### config.mk
export PLATFORM = sky130hd
export DESIGN_NAME = counter_display_n
export DESIGN_NICKNAME = d
export VERILOG_FILES = /design/src/rtl/counter_display_n.sv
export SDC_FILE = /design/constraint.sdc
export NUM_CORES = 1
export LEC_CHECK = 0
export BUFFER_PORTS_ARGS = -buffer_cell sky130_fd_sc_hd__buf_4
export CAP_MARGIN = 20
export CORE_ASPECT_RATIO = 1.1
export CORE_MARGIN = 1.5
export CORE_UTILIZATION = 61
export CTS_CLUSTER_SIZE = 10
export DETAILED_ROUTE_END_ITERATION = 7
export MAX_ROUTING_LAYER = met4
export PLACE_DENSITY = 0.92
export SLEW_MARGIN = 10
export SYNTH_ARGS = -nofsm -noshare
export SYNTH_HDL_FRONTEND = slang
export SYNTH_SLANG_ARGS = --single-unit
### constraint.sdc
create_clock -name CLK -period 6.55 [get_ports CLK]
set_input_delay 0 -clock CLK [delete_from_list [all_inputs] [get_ports CLK]]
set_output_delay 0 -clock CLK [all_outputs]
set_load 0.01 [all_outputs]
### src/rtl/counter_display_n.sv
// counter_display_n
// Multi-digit BCD/hex counter paced by an internal prescaler.
// It drives a time-multiplexed, active-low 7-segment display and can
// blank leading zeros.
//
// Parameters
//   DIGITS    number of 4-bit digits (1..8)
//   DIV_BITS  prescaler width; one count tick every 2^DIV_BITS clocks
//   SCAN_BITS scan timer width; display digit advances every 2^SCAN_BITS clocks
//   BCD       1: digits count 0-9, 0: digits count 0-F
//
// Ports
//   CLK  system clock, rising edge
//   RST  asynchronous active-high reset
//   EN   count enable, only looked at on tick cycles
//   S    mode: 00 hold, 01 up, 10 down, 11 load
//   D    load value, digit 0 in D[3:0]
//   LZB  1: blank leading zero digits
//   Q    current count, digit 0 in Q[3:0]
//   TC   one-clock terminal-count pulse on wrap (up or down)
//   SEG  segments a..g in SEG[0]..SEG[6], active-low
//   AN   digit enables, one-hot active-low
module counter_display_n #(
    parameter int DIGITS    = 4,
    parameter int DIV_BITS  = 10,
    parameter int SCAN_BITS = 8,
    parameter int BCD       = 1
) (
    input  logic                CLK,
    input  logic                RST,
    input  logic                EN,
    input  logic [1:0]          S,
    input  logic [4*DIGITS-1:0] D,
    input  logic                LZB,
    output logic [4*DIGITS-1:0] Q,
    output logic                TC,
    output logic [6:0]          SEG,
    output logic [DIGITS-1:0]   AN
);

    localparam int                IDX_W    = (DIGITS > 1) ? $clog2(DIGITS) : 1;
    localparam logic [3:0]        DIG_MAX  = (BCD != 0) ? 4'd9 : 4'd15;
    localparam logic [IDX_W-1:0]  IDX_LAST = IDX_W'(DIGITS - 1);
    localparam logic [DIGITS-1:0] AN_RST   = ~(DIGITS'(1));

    localparam logic [1:0] MODE_HOLD = 2'b00;
    localparam logic [1:0] MODE_UP   = 2'b01;
    localparam logic [1:0] MODE_DOWN = 2'b10;
    localparam logic [1:0] MODE_LOAD = 2'b11;

    // Hex digit to active-low segment pattern (bit 0 = a).
    function automatic logic [6:0] hex_to_seg(input logic [3:0] dig);
        logic [6:0] seg;
        case (dig)
            4'h0:    seg = 7'h40;
            4'h1:    seg = 7'h79;
            4'h2:    seg = 7'h24;
            4'h3:    seg = 7'h30;
            4'h4:    seg = 7'h19;
            4'h5:    seg = 7'h12;
            4'h6:    seg = 7'h02;
            4'h7:    seg = 7'h78;
            4'h8:    seg = 7'h00;
            4'h9:    seg = 7'h10;
            4'hA:    seg = 7'h08;
            4'hB:    seg = 7'h03;
            4'hC:    seg = 7'h46;
            4'hD:    seg = 7'h21;
            4'hE:    seg = 7'h06;
            4'hF:    seg = 7'h0E;
            default: seg = 7'h7F;
        endcase
        return seg;
    endfunction

    logic [DIV_BITS-1:0]  presc_q, presc_d;
    logic [SCAN_BITS-1:0] scan_q, scan_d;
    logic [IDX_W-1:0]     idx_q, idx_d;
    logic [4*DIGITS-1:0]  count_q, count_d;
    logic                 tc_q, tc_d;
    logic [DIGITS-1:0]    an_q, an_d;
    logic [6:0]           seg_q, seg_d;

    logic                 tick_s;
    logic [4*DIGITS-1:0]  up_s, dn_s, ld_s;
    logic                 up_carry_s, dn_borrow_s;
    logic                 hi_zero_s;
    logic [DIGITS-1:0]    blank_s;
    logic [3:0]           dig_sel_s;

    assign tick_s = &presc_q;

    // Candidate next counts for up, down and load; a carry/borrow that
    // survives every digit means the whole counter wraps.
    always_comb begin
        up_s        = '0;
        dn_s        = '0;
        ld_s        = '0;
        up_carry_s  = 1'b1;
        dn_borrow_s = 1'b1;
        for (int i = 0; i < DIGITS; i++) begin
            if (up_carry_s) begin
                if (count_q[4*i +: 4] == DIG_MAX) begin
                    up_s[4*i +: 4] = 4'd0;
                end else begin
                    up_s[4*i +: 4] = count_q[4*i +: 4] + 4'd1;
                    up_carry_s     = 1'b0;
                end
            end else begin
                up_s[4*i +: 4] = count_q[4*i +: 4];
            end

            if (dn_borrow_s) begin
                if (count_q[4*i +: 4] == 4'd0) begin
                    dn_s[4*i +: 4] = DIG_MAX;
                end else begin
                    dn_s[4*i +: 4] = count_q[4*i +: 4] - 4'd1;
                    dn_borrow_s    = 1'b0;
                end
            end else begin
                dn_s[4*i +: 4] = count_q[4*i +: 4];
            end

            // Out-of-range BCD load digits saturate so Q stays a valid BCD value.
            if ((BCD != 0) && (D[4*i +: 4] > 4'd9)) begin
                ld_s[4*i +: 4] = 4'd9;
            end else begin
                ld_s[4*i +: 4] = D[4*i +: 4];
            end
        end
    end

    // Prescaler and counter next state; EN and S only matter on tick cycles.
    always_comb begin
        presc_d = presc_q + DIV_BITS'(1);
        count_d = count_q;
        tc_d    = 1'b0;
        if (tick_s && EN) begin
            case (S)
                MODE_HOLD: begin
                    count_d = count_q;
                end
                MODE_UP: begin
                    count_d = up_s;
                    tc_d    = up_carry_s;
                end
                MODE_DOWN: begin
                    count_d = dn_s;
                    tc_d    = dn_borrow_s;
                end
                MODE_LOAD: begin
                    count_d = ld_s;
                end
                default: begin
                    count_d = count_q;
                end
            endcase
        end else begin
            count_d = count_q;
        end
    end

    // Scan timer and digit index; the index steps when the timer rolls over.
    always_comb begin
        scan_d = scan_q + SCAN_BITS'(1);
        if (&scan_q) begin
            if (idx_q == IDX_LAST) begin
                idx_d = '0;
            end else begin
                idx_d = idx_q + IDX_W'(1);
            end
        end else begin
            idx_d = idx_q;
        end
    end

    // Display drive for the digit that becomes active on the next edge.
    // A digit is blanked when it and every digit above it are zero.
    always_comb begin
        hi_zero_s = 1'b1;
        blank_s   = '0;
        for (int i = DIGITS - 1; i >= 0; i--) begin
            hi_zero_s  = hi_zero_s & (count_q[4*i +: 4] == 4'd0);
            blank_s[i] = hi_zero_s & LZB;
        end
        blank_s[0] = 1'b0;
        dig_sel_s  = count_q[{idx_d, 2'b00} +: 4];
        an_d       = ~(DIGITS'(1) << idx_d);
        seg_d      = blank_s[idx_d] ? 7'h7F : hex_to_seg(dig_sel_s);
    end

    // State and output registers.
    always_ff @(posedge CLK or posedge RST) begin
        if (RST) begin
            presc_q <= '0;
            scan_q  <= '0;
            idx_q   <= '0;
            count_q <= '0;
            tc_q    <= 1'b0;
            an_q    <= AN_RST;
            seg_q   <= 7'h40;
        end else begin
            presc_q <= presc_d;
            scan_q  <= scan_d;
            idx_q   <= idx_d;
            count_q <= count_d;
            tc_q    <= tc_d;
            an_q    <= an_d;
            seg_q   <= seg_d;
        end
    end

    assign Q   = count_q;
    assign TC  = tc_q;
    assign AN  = an_q;
    assign SEG = seg_q;

endmodule
==> results.yml <==
min_path:
  min_from: "LZB"
  holdPathStages: 3
  hold_end: "SEG[5]"
  hp-class: "in -> reg"
synthesis:
  ys_seq_area_share_pct: 39.62
  avgSynthCellArea_um2: 9.169
  ys_seq_elements: 48
  yosys.area.top_type: "dfrtp_1"
  synth-edff-count: 0
  netlist_top_cells_area: "dfrtp_1, mux2i_1, ha_1, o21ai_0, nand2_1"
  syn_area_mm2: 0.003044
  synth_cell_types: 55
  yosysMostFrequentCell: "dfrtp_1"
  syn_inst: 332
  ys.flop_type: "dfrtp_1"
  synth_nets: 367
  yosys-top-cells-count: "dfrtp_1, nand2_1, o21ai_0, nor2_1, mux2i_1"
  synth_warnings: 0
  synth_top_area_share_pct: 36.17
  synth-async-reset-ratio_pct: 100.0
detailed_routing:
  via_per_inst: 6.292
  wire_per_inst_um: 16.61
  ant_nets: 0
  drc_errors: 0
  wirelength_um: 7107
  num_vias: 2693
  first_pass_iters: 4
  drtIter0Drc: 191
placed_design:
  placedCellCount: 418
  gp_congestion: 0.8912
  placed_area_mm2: 0.003398
  io_buffers: 49
  dpl.hpwl_um: 5001
  dp_slack_ns: 3.020
clocking:
  clk_latency_ns: 0.31
  root_buffer: "clkbuf_8"
  postCtsSetupBuffers: 0
  hold_buffers: 1
  htreeDepth: 2
  cts_buffers: 5
  postCtsResizedCells: 0
  path_clk_slew_ns: 0.09
  clockBufferDepth: 2
  cts_tree: "done"
  clock_sinks: 48
grt:
  grt_pass1_wl_um: 12080
  track_usage_pct: 28.35
  grt_max_degree: 49
  antenna_found_initial: 0
  gr-total-overflow: 0
  grt_pass1_vias: 2667
timing:
  fin_crit_ns: 3.629
  tightest_slew_ns: 0.7493
  setup_viol: 0
  finClkSkew_ns: 0.006166
  slew-limit-headroom_pct: 48.62
  hold_violations: 0
  fin_tns_setup_ns: 0
  fmax_mhz: 275.5
  slew_violations: 0
  rsz0062_at_grt: "no"
  setup_ws_ns: 2.921
  post-route-period-util_pct: 55.41
run:
  maxCapViolCount: 0
power:
  power_density_mw_per_mm2: 162.7
  power_uw: 576.4
  power_leakage_uw: 0.001694
  peakVddDrop_v: 0.0001086
setup_path:
  slowest_delay_ns: 0.50
  crit_type: "reg -> reg"
  cpMaxStageDelayCell: "a21oi_2"
  reg2reg_to: "SEG[0]"
  crit_chain: "ha_1 -> nand3_1 -> or2_2 -> a21oi_2 -> clkinv_1 -> mux2i_1 -> mux2i_1 -> ha_1 -> nor3_1 -> a2111oi_0"
  r2r-start: "scan_q[0]"
  start_kind: "register"
  setup.worst_path.start: "scan_q[0]"
  path_buf_inv: 1
  worstSetupEndpointType: "register"
  rr_worst_depth: 10
  reg2reg_slack_ns: 2.92
  crit_path_max_fanout: 10
  cp.arrival_ns: 3.79
  worstPathRequired_ns: 6.71
  cp_top_family: "compound AO/OA/AOI/OAI gates"
die:
  die_w_um: 70.36
  core_area_mm2: 0.004717
  start_util_pct: 64.54
  die_area_mm2: 0.005424
  rows: 26
  io_pins: 50
  die_h_um: 77.09
finish:
  nFillCells: 339
  drive_above_1_share_pct: 20.97
  num_antenna_cells: 0
  nets: 406
  area.growth.synth_to_final_pct: 16.40
  final_area_mm2: 0.003543
  fin_cells: 428
outcome:
  outcome: "finished, final reports clean"
-- flip-flops by register name (all words and copies together) (netlist names) --
| register | count |
|---|---|
| presc_q | 10 |
| idx_q | 2 |
| TC | 1 |
| SEG | 7 |
| scan_q | 8 |
| AN | 4 |
| Q | 16 |
-- per-layer routing --
metal | up-vias | routed length [µm] | track usage (%)
met1 | 1300 | 2881 | 33.53
met3 | 16 | 380 | 4.599
li1 | 1270 | - | -
met2 | 107 | 3676 | 46.70
met4 | 0 | 168 | 14.04
met5 | - | 0 | -
-- worst max path at each step --
stage / endpoint / slack [ns] / depth (start not counted)
2_1_floorplan: SEG[3] / 3.59 / 12
3_3_place_gp: SEG[0] / 3.36 / 10
3_5_place_dp: SEG[3] / 3.02 / 12
4_1_cts: SEG[0] / 3.00 / 10
5_1_grt: SEG[3] / 2.71 / 12
6_report: SEG[0] / 2.92 / 10
-- cell usage in the layout, fill, tap and decap left out, drive strengths merged, types with 9 or more instances in the layout --
cell type	synthesis	final
a21oi	14	14
buf	3	50
dfrtp	44	44
ha	13	13
inv	16	16
mux2i	19	19
nand2	32	32
nand3	11	11
nor2	19	19
o21ai	32	32
xor2	9	9
-- cells by family after synthesis --
family	share of synthesized area, %
flip-flops	39.62
AO/OA/AOI/OAI	18.91
adder cells (fa/ha/maj)	5.343
AND/OR/NAND/NOR	17.22
buffers and inverters	4.973
multiplexers	9.330
XOR/XNOR	4.604
-- power breakdown --
part | leakage (µW) | switching [µW] | internal [µW]
Clock | 0.0000552 | 100 | 113
Sequential | 0.000583 | 6.17 | 299
Combinational | 0.00106 | 31.0 | 26.6
-- worst min-delay path, delay by kind of cell --
| kind | cells | cell delay (ns) |
|---|---|---|
| simple gates | 1 | 0.09 |
| compound gates | 1 | 0.09 |
| buf+inv | 1 | 0.09 |
-- cell type report --
| type | count | area [µm²] | area share [%] |
|---|---|---|---|
| Clock buffer | 6 | 72.57 | 2.048 |
| Inverter | 18 | 67.56 | 1.907 |
| Clock inverter | 2 | 35.03 | 0.9887 |
| Multi-Input combinational cell | 247 | 1687 | 47.60 |
| Timing Repair Buffer | 51 | 405.4 | 11.44 |
| Tap cell | 56 | 70.07 | 1.977 |
| Sequential cell | 48 | 1206 | 34.04 |
-- stage by stage --
stage | hold slack [ns] | utilization [%]
2_1_floorplan | 0.1714 | -
3_3_place_gp | 0.2817 | 72.04
3_5_place_dp | 0.2946 | 72.04
4_1_cts | 0.002610 | 74.54
5_1_grt | 0.01544 | 75.12
6_report | 0.001456 | 75.12
No activity file was read; power rests on OpenSTA's default activity.
